$ cat src/rtl/checkpoint_monitor.sv
// Checkpoint monitor: watches a probe bus for an ordered sequence of signatures,
// each held for HOLD cycles, with an optional per-step timeout.
module checkpoint_monitor #(
    parameter int WIDTH = 16,
    parameter int DEPTH = 4,
    parameter int HOLD  = 2,
    parameter int TW    = 16,
    localparam int AW   = (DEPTH > 1) ? $clog2(DEPTH) : 1,
    localparam int SW   = $clog2(DEPTH + 1)
) (
    input  logic             wb_clk_i,
    input  logic             wb_rst_i,
    input  logic [WIDTH-1:0] probe,
    input  logic             cfg_we,
    input  logic [AW-1:0]    cfg_addr,
    input  logic [WIDTH-1:0] cfg_data,
    input  logic [SW-1:0]    cfg_len,
    input  logic [TW-1:0]    timeout,
    input  logic             start,
    input  logic             abort,
    output logic             busy,
    output logic             pass,
    output logic             fail,
    output logic [SW-1:0]    step,
    output logic [TW-1:0]    cycles
);

    localparam int HW = $clog2(HOLD + 1);
    localparam logic [HW-1:0] HOLD_W  = HW'(HOLD);
    localparam logic [SW-1:0] DEPTH_S = SW'(DEPTH);
    localparam logic [AW:0]   DEPTH_A = (AW + 1)'(DEPTH);

    typedef enum logic [1:0] {
        IDLE  = 2'd0,
        ARMED = 2'd1,
        PASS  = 2'd2,
        FAIL  = 2'd3
    } state_t;

    state_t            state_q, state_d;
    logic [WIDTH-1:0]  sig_table_q [DEPTH];
    logic [WIDTH-1:0]  sig_table_d [DEPTH];
    logic [SW-1:0]     len_q, len_d;
    logic [TW-1:0]     timeout_q, timeout_d;
    logic [HW-1:0]     hold_q, hold_d;
    logic [TW-1:0]     timer_q, timer_d;
    logic [SW-1:0]     step_q, step_d;
    logic [TW-1:0]     cycles_q, cycles_d;
    logic              busy_q, busy_d;
    logic              pass_q, pass_d;
    logic              fail_q, fail_d;

    logic [SW-1:0]     len_clamped;
    logic              match;
    logic              advance;
    logic [TW-1:0]     timer_inc;

    assign len_clamped = (cfg_len > DEPTH_S) ? DEPTH_S : cfg_len;
    assign match       = (probe == sig_table_q[step_q[AW-1:0]]);
    assign advance     = match && ((hold_q + HW'(1)) == HOLD_W);
    assign timer_inc   = timer_q + TW'(1);

    // The table is frozen while a sequence is being checked.
    always_comb begin
        sig_table_d = sig_table_q;
        if (cfg_we && (state_q != ARMED) && ({1'b0, cfg_addr} < DEPTH_A)) begin
            sig_table_d[cfg_addr] = cfg_data;
        end
    end

    always_comb begin
        state_d   = state_q;
        len_d     = len_q;
        timeout_d = timeout_q;
        hold_d    = hold_q;
        timer_d   = timer_q;
        step_d    = step_q;
        cycles_d  = cycles_q;
        busy_d    = busy_q;
        pass_d    = pass_q;
        fail_d    = fail_q;

        case (state_q)
            ARMED: begin
                if (cycles_q != '1) begin
                    cycles_d = cycles_q + TW'(1);
                end
                // Priority: abort, then step advance, then timeout.
                if (abort) begin
                    state_d = IDLE;
                    busy_d  = 1'b0;
                    hold_d  = '0;
                    timer_d = '0;
                end else if (advance) begin
                    step_d  = step_q + SW'(1);
                    hold_d  = '0;
                    timer_d = '0;
                    if ((step_q + SW'(1)) == len_q) begin
                        state_d = PASS;
                        busy_d  = 1'b0;
                        pass_d  = 1'b1;
                    end
                end else begin
                    hold_d  = match ? (hold_q + HW'(1)) : '0;
                    timer_d = timer_inc;
                    if ((timeout_q != '0) && (timer_inc == timeout_q)) begin
                        state_d = FAIL;
                        busy_d  = 1'b0;
                        fail_d  = 1'b1;
                    end
                end
            end
            default: begin
                if (start) begin
                    len_d     = len_clamped;
                    timeout_d = timeout;
                    hold_d    = '0;
                    timer_d   = '0;
                    step_d    = '0;
                    cycles_d  = '0;
                    fail_d    = 1'b0;
                    if (len_clamped == '0) begin
                        state_d = PASS;
                        busy_d  = 1'b0;
                        pass_d  = 1'b1;
                    end else begin
                        state_d = ARMED;
                        busy_d  = 1'b1;
                        pass_d  = 1'b0;
                    end
                end
            end
        endcase
    end

    always_ff @(posedge wb_clk_i) begin
        sig_table_q <= sig_table_d;
    end

    always_ff @(posedge wb_clk_i) begin
        if (wb_rst_i) begin
            state_q   <= IDLE;
            len_q     <= '0;
            timeout_q <= '0;
            hold_q    <= '0;
            timer_q   <= '0;
            step_q    <= '0;
            cycles_q  <= '0;
            busy_q    <= 1'b0;
            pass_q    <= 1'b0;
            fail_q    <= 1'b0;
        end else begin
            state_q   <= state_d;
            len_q     <= len_d;
            timeout_q <= timeout_d;
            hold_q    <= hold_d;
            timer_q   <= timer_d;
            step_q    <= step_d;
            cycles_q  <= cycles_d;
            busy_q    <= busy_d;
            pass_q    <= pass_d;
            fail_q    <= fail_d;
        end
    end

    assign busy   = busy_q;
    assign pass   = pass_q;
    assign fail   = fail_q;
    assign step   = step_q;
    assign cycles = cycles_q;

endmodule

$ cat config.mk
export PLATFORM = sky130hd
export DESIGN_NAME = checkpoint_monitor
export DESIGN_NICKNAME = d
export VERILOG_FILES = /design/src/rtl/checkpoint_monitor.sv
export SDC_FILE = /design/constraint.sdc
export NUM_CORES = 1
export LEC_CHECK = 0
export CORE_MARGIN = 1.5
export CORE_UTILIZATION = 55
export CTS_BUF_LIST = sky130_fd_sc_hd__clkbuf_16
export CTS_CLUSTER_DIAMETER = 150
export DETAILED_ROUTE_END_ITERATION = 12
export MAX_ROUTING_LAYER = met4
export PLACE_DENSITY = 0.8
export SLEW_MARGIN = 10
export SYNTH_ARGS = -nofsm -noshare
export SYNTH_HDL_FRONTEND = slang
export SYNTH_SLANG_ARGS = --single-unit
$ cat constraint.sdc
create_clock -name wb_clk_i -period 3.8 [get_ports wb_clk_i]
set_clock_uncertainty 0.2 [all_clocks]
set_input_delay 0.76 -clock wb_clk_i [delete_from_list [all_inputs] [get_ports wb_clk_i]]
set_output_delay 0.76 -clock wb_clk_i [all_outputs]
set_load 0.1 [all_outputs]
==> results by group <==
Logic synthesis
  • Area of the mapped netlist: around 5800 µm²
  • Synth unique cells: 56
  • Synth area leaders: edfxtp_1 (33%), dfxtp_1 (21%), xnor2_1 (4.6%)
  • Post-synth top area share: 0.329
  • Most frequent cell after synthesis: edfxtp_1
  • Syn Area/Cell: roughly 11 µm²
  • Syn_nets: between 500 and 600
  • Sequential fraction of the synthesis area: 0.538
  • Cells after Synth: about 530
  • Primary FF master, synth: edfxtp_1
  • Yosys Warn Count: 0
  • EDFF count, synth: 64
  • Flops & latches, synth: 125
  • Post-synth top cells: edfxtp_1 (64), dfxtp_1 (61), nand2_1 (55)
  • Synth area leader: edfxtp_1
  • Async set-or-reset flop fraction in the synthesized netlist: 0

Detailed routing
  • Vias: approximately 4500
  • # DRC: 0
  • WL/cell: approximately 18 µm
  • Total wire length: ~14000 µm
  • Detailed Route Iter0 Violations: approximately 300
  • Vias per cell: ~6.0
  • First-pass DRT Iterations: 5
  • ANT nets after route: 0

Finish
  • Layout cell share with drive strength beyond 1: 0.117
  • Post-Route Utilization: 0.710
  • Final instance area: ~7300 µm²
  • Finished Layout Cells: 749
  • # diodes: 0
  • Net count, final: roughly 660
  • Synth-to-Final Area Change: 25.4%

Power
  • Max VDD drop: approximately 300 µV
  • Pwr dens: between 400 and 500 nW/µm²
  • LEAKAGE: about 2.5 nW

Worst setup path
  • CP Cell Sequence: buf_4 > mux4_1 > xnor2_1 > nand4_1 > nor4_4 > and2_1 > a21oi_2 > or4b_1 > a21oi_1
  • Crit path DAT: 3630 ps
  • Crit path kind: reg -> reg
  • Crit end category: flip-flop
  • Critical Path Max Stage Delay: around 610 ps
  • Worst EP required: 3940 ps
  • Top delay family on crit path: simple AND/OR/NAND/NOR gates
  • Slowest stage cell on the critical path: mux4_1
  • Maximum fanout along the worst path: 16
  • Startpoint Class: flip-flop
  • R2R Setup Slk: 300 ps
  • Sum of buffers and inverters on the critical path: 1

Place
  • RePlAce Congestion: a little under 0.9
  • Placed inst area: 6710 µm²
  • Post-Place Setup Slack: between 300 and 400 ps
  • Placed cell count: 717
  • HPWL after DPL: roughly 9000 µm
  • I/O Buffers: between 70 and 80

Timing
  • Final Hold Fails: 0
  • Tmin final: about 3500 ps
  • Maximum clock rate: roughly 290 MHz
  • Final Cycle Share: 0.920
  • Sum of negative setup slack: 0 ps
  • Tightest Pin Transition: approximately 980 ps
  • RSZ-0062 raised after global routing: no
  • Setup WS post-layout: ~300 ps
  • Slew HR: 0.340
  • Slew Viols, Final: 0
  • Final setup vio count: 0

Hold path
  • Worst hold path type: reg -> reg

Clock network
  • Post-CTS sizing: 0
  • Clk pin slew, worst setup/hold paths: 60 ps
  • Root buffer cell: clkbuf_16
  • Clock Path Buffers: 2
  • Post-CTS setup buffer count: 0
  • Clock insertion delay at the later pin of the skew report: 420 ps
  • Num CTS Buffers: 17
  • H-tree levels: 4
  • Sink Count: ~130
  • CTS tree: done
  • Hold_buf cts: 0

GRT
  • Vias in the first global route: approximately 4500
  • First-pass GRT wire length: around 22000 µm
  • Initial antenna violation count: 0
  • Grt total ovfl: 0
  • Total track usage: 0.260
  • Largest net degree at the start of global routing: 33

Run
  • Max-cap viol count: 0

Die
  • Number of I/O pins: 80
  • Die span in y: approximately 110 µm
  • Initial core utilization: 0.566
  • Die Area: between 10000 and 15000 µm²
  • Die width: ~110 µm
  • Core Box Area: ~10000 µm²
  • Row count: 37

Outcome
  • Outcome: finished, final reports clean
through the flow:
step	power [W]	hold WS [ps]
after floorplan	0.00177	244
after global placement	0.00190	261
after detailed placement	0.00191	268
after CTS	0.00360	281
after global routing	0.00370	305
final	0.00358	274
placed cells by master, fill, tap and decap left out, types with 7 or more instances in the layout:
cell / n
mux4_2: 11
buf_4: 14
nand4_1: 14
nand3b_1: 7
nor3_1: 7
a21oi_1: 47
xor2_1: 10
a311oi_1: 13
clkbuf_16: 17
nor4_1: 10
nor2_1: 38
nand2b_1: 7
dfxtp_1: 61
o21ai_0: 13
xnor2_1: 31
and3_1: 9
clkdlybuf4s50_1: 74
nand3_1: 16
nand2_1: 55
edfxtp_1: 64
worst paths after layout:
kind                                       startpoint                    end  depth (start not counted)
worst max-delay path             step[0]$_SDFFE_PP0P_   step[2]$_SDFFE_PP0P_                          9
worst min register to register  len_q[2]$_SDFFE_PP0P_  len_q[2]$_SDFFE_PP0P_                          2
worst max register to register   step[0]$_SDFFE_PP0P_   step[2]$_SDFFE_PP0P_                          9
worst min-delay path            len_q[2]$_SDFFE_PP0P_  len_q[2]$_SDFFE_PP0P_                          2
layout make-up:
| class | instances | area [µm²] |
|---|---|---|
| fill | 680 | 3000 |
| tap | 136 | 170 |
| clock buffer | 17 | 425 |
| clock inverter | 15 | 196 |
| sequential | 125 | 3140 |
| timing repair buffer | 89 | 851 |
| multi-input combinational | 363 | 2530 |
| inverter | 4 | 15.0 |
registers in the layout, summed over array words and instances, names as in the netlist:
name,cells
fail,1
len_q,3
state_q,2
cycles,16
hold_q,2
step,3
pass,1
sig_table_q,64
busy,1
timeout_q,16
timer_q,16
tightest hold or removal path, delay by kind of cell, from the launching register on:
family,cells,cell delay [ps]
AOI/OAI and AO/OA,1,50
DFF,1,320
and+or+nand+nor,1,50
report_power, final:
group	total, W	internal, W	switching (W)
logic	0.000384	0.000152	0.000231
registers	0.00151	0.00147	0.0000362
clock network	0.00169	0.00100	0.000684
total	0.00358	0.00263	0.000952
metal layers:
layer	share of wire	global-route usage	vias to the layer above
li1	-	-	2141
met1	0.42	0.314	2197
met2	0.51	0.424	147
met3	0.050	0.0644	26
met4	0.022	0.0994	0
met5	0	-	-
cells by family (layout without fill, tap and decap cells):
group           Yosys count  after routing  synth area share
simple gates            192            192             0.172
flops                   125            125             0.538
compound gates          105            105             0.113
xor+xnor                 42             42            0.0642
buf+inv                  39            125            0.0323
mux                      20             20            0.0721
fa+ha+maj                 4              4           0.00856
No activity file was read; power rests on OpenSTA's default activity.
==> patch 1 (same settings) <==
Make the reset (`wb_rst_i`) asynchronous in one clocked block.
--- a/src/rtl/checkpoint_monitor.sv
+++ b/src/rtl/checkpoint_monitor.sv
@@ -137,7 +137,7 @@
         sig_table_q <= sig_table_d;
     end
 
-    always_ff @(posedge wb_clk_i) begin
+    always_ff @(posedge wb_clk_i or posedge wb_rst_i) begin
         if (wb_rst_i) begin
             state_q   <= IDLE;
             len_q     <= '0;
Function: differs if wb_rst_i is asserted again (counterexample within 4 cycles, from zero or initial values and one cycle with wb_rst_i high); with wb_rst_i held inactive, the same outputs for 4 cycles.
==> patch 1 against the original RTL <==
- count of clock-buffer cells in the layout is the same
- wire length down 5.4%
- highest routed layer unchanged
- area after synthesis rose by 3.2%
- global-route usage shrank 1.4 points
- critical path type unchanged
- setup slack gained 180 ps
- sequential cell count is the same
- final area rose by 2.7%
Power is not compared: it rests on default switching activity, and its combinational part moved more than twofold at a synthesized area within 25%.
==> patch 1: results (changes against the original RTL) <==
* Hold depth at 1 (was 2)
* Placement-stage cell area at 6924 sq um (was 6705 sq um)
* Total GRT Usage at 0.2460 (was 0.2602)
* CTS max path bufs at 2 (unchanged)
* Pre-antenna DRT Iters at 4 (was 5)
* First-iteration detailed-routing DRC count at 325 (was 297)
* IO buf count at 79 (unchanged)
* Vias in the first global route at 4225 (was 4466)
* Vias per inst at 5.887 (was 6.023)
* Critical R2R Launch: step[0]$_DFFE_PP0P_ (was step[0]$_SDFFE_PP0P_)
* Post-synthesis sequential area ratio at 0.5717 (was 0.5378)
* Status: finished clean (unchanged)
* WHS at 303.3 ps (was 274.3 ps)
* R2R cell count at 8 (was 9)
* R2r setup slk at 490 ps (was 300 ps)
* Layout cells sized above 1 at 0.1391 (was 0.1175)
* Slew Limit Headroom at 0.2414 (was 0.3399)
* Synth top area cells: edfxtp_1 (32%), dfrtp_1 (25%), mux4_1 (4.8%) (was edfxtp_1 (33%), dfxtp_1 (21%), xnor2_1 (4.6%))
* Clock transition at the registers of the reported paths at 60 ps (about the same)
* Largest net degree at the start of global routing at 62 (was 33)
* Max reg flops at 64 (unchanged)
* Post-DP HPWL at 8.715 mm (was 9.094 mm)
* Worst Hold End: hold_q[1]$_DFFE_PP0P_ (was len_q[2]$_SDFFE_PP0P_)
* Initial antenna violation count at 0 (unchanged)
* Hold Crit Class: reg2reg (unchanged)
* CP max FO at 27 (was 16)
* # Post-CTS Setup Buffers at 0 (unchanged)
* Commonest cells in the netlist: edfxtp_1 (64), dfrtp_1 (61), nand2_1 (40) (was edfxtp_1 (64), dfxtp_1 (61), nand2_1 (55))
* First-pass GRT wire length at 20.88 mm (was 21.75 mm)
* Peak VDD IR at 0.4031 mV
* H-tree depth at 4 (unchanged)
* R2r endpoint: timer_q[6]$_DFFE_PP0P_ (was step[2]$_SDFFE_PP0P_)
* Clk_lat worst skew at 420 ps (about the same)
* Arr. time, crit path at 3420 ps (was 3630 ps)
* Leak at 2.880 nW
* Routability cong. at 0.8184 (was 0.8856)
* Total CTS buffers at 17 (unchanged)
* Biggest register: sig_table_q (unchanged)
* Post-Syn Nets at 537 (was 589)
* Post-CTS resize count at 0 (unchanged)
* Synth unique cells at 52 (was 56)
* Root Buffer: clkbuf_16 (unchanged)
* Asr flop ratio synth at 0.4880 (was 0)
* Diode count at 0 (unchanged)
* Total Wirelength at 12.87 mm (was 13.61 mm)
* Post-synth EDFFs at 64 (unchanged)
* Hold_sp: hold_q[1]$_DFFE_PP0P_ (was len_q[2]$_SDFFE_PP0P_)
* Yosys Warn Count at 0 (unchanged)
* Nets at 624 (was 662)
-- patch 1: changes by cell type after synthesis, moves of 13 or more --
| cell | change |
|---|---|
| mux2_2 | +16 |
| a311oi_1 | -13 |
| a21oi_1 | -31 |
| dfrtp_1 | +61 |
| nand2_1 | -15 |
| nor2_1 | -16 |
| o21ai_0 | +22 |
| dfxtp_1 | -61 |
-- patch 1: kinds of logic (layout without fill, tap and decap cells) --
logic type / after synthesis / after routing / synth area share
buffers and inverters: 31 / 131 / 0.03174
XOR/XNOR: 41 / 41 / 0.05953
multiplexers: 43 / 43 / 0.1151
adder cells (fa/ha/maj): 4 / 4 / 0.008297
AO/OA/AOI/OAI: 84 / 84 / 0.08588
flip-flops: 125 / 125 / 0.5717
AND/OR/NAND/NOR: 147 / 147 / 0.1278
-- patch 1: power by group --
| group | internal (W) | switching, W |
|---|---|---|
| logic | 0.000450 | 0.000698 |
| clock network | 0.000989 | 0.000652 |
| registers | 0.00162 | 0.000169 |
-- patch 1: final cells by class --
cell class	instances	area [sq um]
fillers	769	3222
repair buffers	91	868.3
inverters	8	30.03
multi-input cells	319	2402
well taps	140	175.2
clock inverters	15	173.9
flip-flops and latches	125	3448
clock buffers	17	425.4
-- patch 1: how the worst max path moves through the flow --
stage,start,to,depth (start not counted)
after CTS,step[0]$_DFFE_PP0P_,timer_q[6]$_DFFE_PP0P_,8
after detailed placement,probe[10],timer_q[6]$_DFFE_PP0P_,7
after global routing,step[0]$_DFFE_PP0P_,timer_q[6]$_DFFE_PP0P_,8
final,step[0]$_DFFE_PP0P_,timer_q[6]$_DFFE_PP0P_,8
after global placement,probe[3],timer_q[6]$_DFFE_PP0P_,7
after floorplan,step[0]$_DFFE_PP0P_,timer_q[6]$_DFFE_PP0P_,9
-- patch 1: stage by stage --
step	power [W]	util	worst slack [ps]	cells
after floorplan	0.002624	-	373.2	475
after global placement	0.002918	0.6444	529.8	683
after detailed placement	0.002952	0.6444	404.5	683
after CTS	0.004595	0.7002	512.9	715
after global routing	0.004772	0.7002	322.6	715
final	0.004580	0.7002	486.4	715
-- patch 1: metal layers --
layer / GRT usage / part of all wire / wire length, um / vias up
li1: - / - / - / 1982
met1: 0.2986 / 0.42 / 5412 / 2082
met2: 0.4017 / 0.51 / 6595 / 129
met3: 0.05872 / 0.053 / 676 / 16
met4: 0.09492 / 0.015 / 189 / 0
met5: - / 0 / 0 / -
-- patch 1: critical path, stage by stage, from the launching register on --
cell     delay [ps]
dfrtp_1         350
buf_4           190
mux4_1          600
xnor2_1         170
nand4_1         230
nor4_4          530
a21oi_2         390
and3_1          290
a221o_1         250
==> patch 2 (same settings) <==
Made on the original files. The parameter `WIDTH` goes from 16 to 32.
--- a/src/rtl/checkpoint_monitor.sv
+++ b/src/rtl/checkpoint_monitor.sv
@@ -1,7 +1,7 @@
 // Checkpoint monitor: watches a probe bus for an ordered sequence of signatures,
 // each held for HOLD cycles, with an optional per-step timeout.
 module checkpoint_monitor #(
-    parameter int WIDTH = 16,
+    parameter int WIDTH = 32,
     parameter int DEPTH = 4,
     parameter int HOLD  = 2,
     parameter int TW    = 16,
Ports: changed (resized cfg_data and probe); port bits go from 80 to 112. No check against the original RTL was run, so the function may have changed too.
==> patch 2 against the original RTL <==
- global-route usage decreased by 1.0 points
- count of clock-buffer cells in the layout is the same
- sequential cell count is 64 higher
- power rose by 34%
- final area is 38% higher
- wire length up 34%
- combinational power up 78%
- largest power group is now sequential cells
- area after synthesis is 41% higher
- setup slack worse by 120 ps
==> patch 2: results (changes against the original RTL) <==
* Status: finished clean (unchanged)
* Arr. time, crit path at 3770 ps (was 3630 ps)
* Peak VDD IR at 0.3665 mV (was 0.3000 mV)
* Max reg flops at 128 (was 64)
* Root Buffer: clkbuf_16 (unchanged)
* Inst Count DP at 895 (was 717)
* IO buf count at 111 (was 79)
* First-iteration detailed-routing DRC count at 562 (was 297)
* CP max FO at 16 (unchanged)
* Syn Inst Count at 623 (was 527)
* Vias in the first global route at 5686 (was 4466)
* Post-synth EDFFs at 128 (was 64)
* Pre-antenna DRT Iters at 5 (unchanged)
* Asr flop ratio synth at 0 (unchanged)
* Nets at 824 (was 662)
* Non-Filler Instances at 927 (was 749)
* First-pass GRT wire length at 29.41 mm (was 21.75 mm)
* Synth unique cells at 54 (was 56)
* Synth top area cells: edfxtp_1 (47%), dfxtp_1 (15%), mux4_2 (8.2%) (was edfxtp_1 (33%), dfxtp_1 (21%), xnor2_1 (4.6%))
* DR vias at 5600 (was 4511)
* Total GRT Usage at 0.2500 (was 0.2602)
* Total CTS buffers at 17 (unchanged)
* CTS max path bufs at 2 (unchanged)
* Leak at 3.243 nW (was 2.479 nW)
* Clock transition at the registers of the reported paths at 70 ps
* Layout cells sized above 1 at 0.1211 (was 0.1175)
* Routability cong. at 0.8836 (was 0.8856)
* Hold Crit Class: reg2reg (unchanged)
* Post-DP HPWL at 12.47 mm (was 9.094 mm)
* H-tree depth at 4 (unchanged)
* # Post-CTS Setup Buffers at 0 (unchanged)
* Clk_lat worst skew at 430 ps
* Yosys Warn Count at 0 (unchanged)
* Worst slew pin tran at 990.0 ps (was 977.2 ps)
* Largest net degree at the start of global routing at 45 (was 33)
* Post-CTS resize count at 0 (unchanged)
* Post-Syn Nets at 717 (was 589)
* Fillers at 969 (was 680)
* Post-synthesis sequential area ratio at 0.6143 (was 0.5378)
* Drt wl/cell at 19.66 um (was 18.17 um)
* Commonest cells in the netlist: edfxtp_1 (128), nand2_1 (67), dfxtp_1 (61) (was edfxtp_1 (64), dfxtp_1 (61), nand2_1 (55))
* Diode count at 0 (unchanged)
## patch 2: worst max-delay path: stages (launching register included)
cell and delay, ps:
dfxtp_2 660, buf_12 230, mux4_2 520, xnor2_1 340, nand4_2 180, nor4_4 500
a41oi_4 210, or4b_1 540, a21oi_1 150
## patch 2: worst paths after layout
path / start / endpoint / slack [ps] / cells past startpoint
worst max-delay path: step[0]$_SDFFE_PP0P_ / step[2]$_SDFFE_PP0P_ / 180 / 8
worst min-delay path: hold_q[1]$_SDFFE_PP0P_ / hold_q[1]$_SDFFE_PP0P_ / 260 / 2
worst min register to register: hold_q[1]$_SDFFE_PP0P_ / hold_q[1]$_SDFFE_PP0P_ / 260 / 2
worst max register to register: step[0]$_SDFFE_PP0P_ / step[2]$_SDFFE_PP0P_ / 180 / 8
## patch 2: stage by stage
stage,setup WS (ps),instance area (sq um),hold slack (ps)
5_1_grt,50.71,10140,268.4
2_1_floorplan,58.42,8245,231.9
4_1_cts,253.1,10140,252.6
3_5_place_dp,270.9,9553,245.4
3_3_place_gp,359.1,9553,241.0
6_report,183.0,10140,255.8
## patch 2: cells by family (layout without fill, tap and decap cells)
kind of cell	Yosys count	in the layout	share of synthesized area
AOI/OAI and AO/OA	101	101	0.07922
xor gates and xnor gates	63	63	0.06783
adders and majority gates	4	4	0.006070
buffers and inverters	39	159	0.02291
DFF	189	189	0.6143
muxes	35	35	0.09196
and+or+nand+nor	192	192	0.1178
## patch 2: per-layer routing
layer  share of wire  wire length (um)  GRT usage
met2            0.51              9286     0.4073
met1            0.41              7439     0.3077
met3           0.056              1023    0.05178
met4           0.026               478    0.09960
met5               0                 0          -
## patch 2: cell type report
type	count	area (sq um)	area share
clock buffers	17	425.4	0.04195
clock inverters	15	162.7	0.01604
inverters	5	18.77	0.001851
multi-input cells	395	3023	0.2981
flip-flops and latches	189	5067	0.4997
well taps	184	230.2	0.02270
repair buffers	122	1214	0.1197
## patch 2: report_power, final
part / total, W / switching [W] / internal (W)
combinational: 0.000683 / 0.000391 / 0.000292
clock: 0.00177 / 0.000788 / 0.000981
sequential: 0.00235 / 0.0000567 / 0.00230
total: 0.00480 / 0.00124 / 0.00357
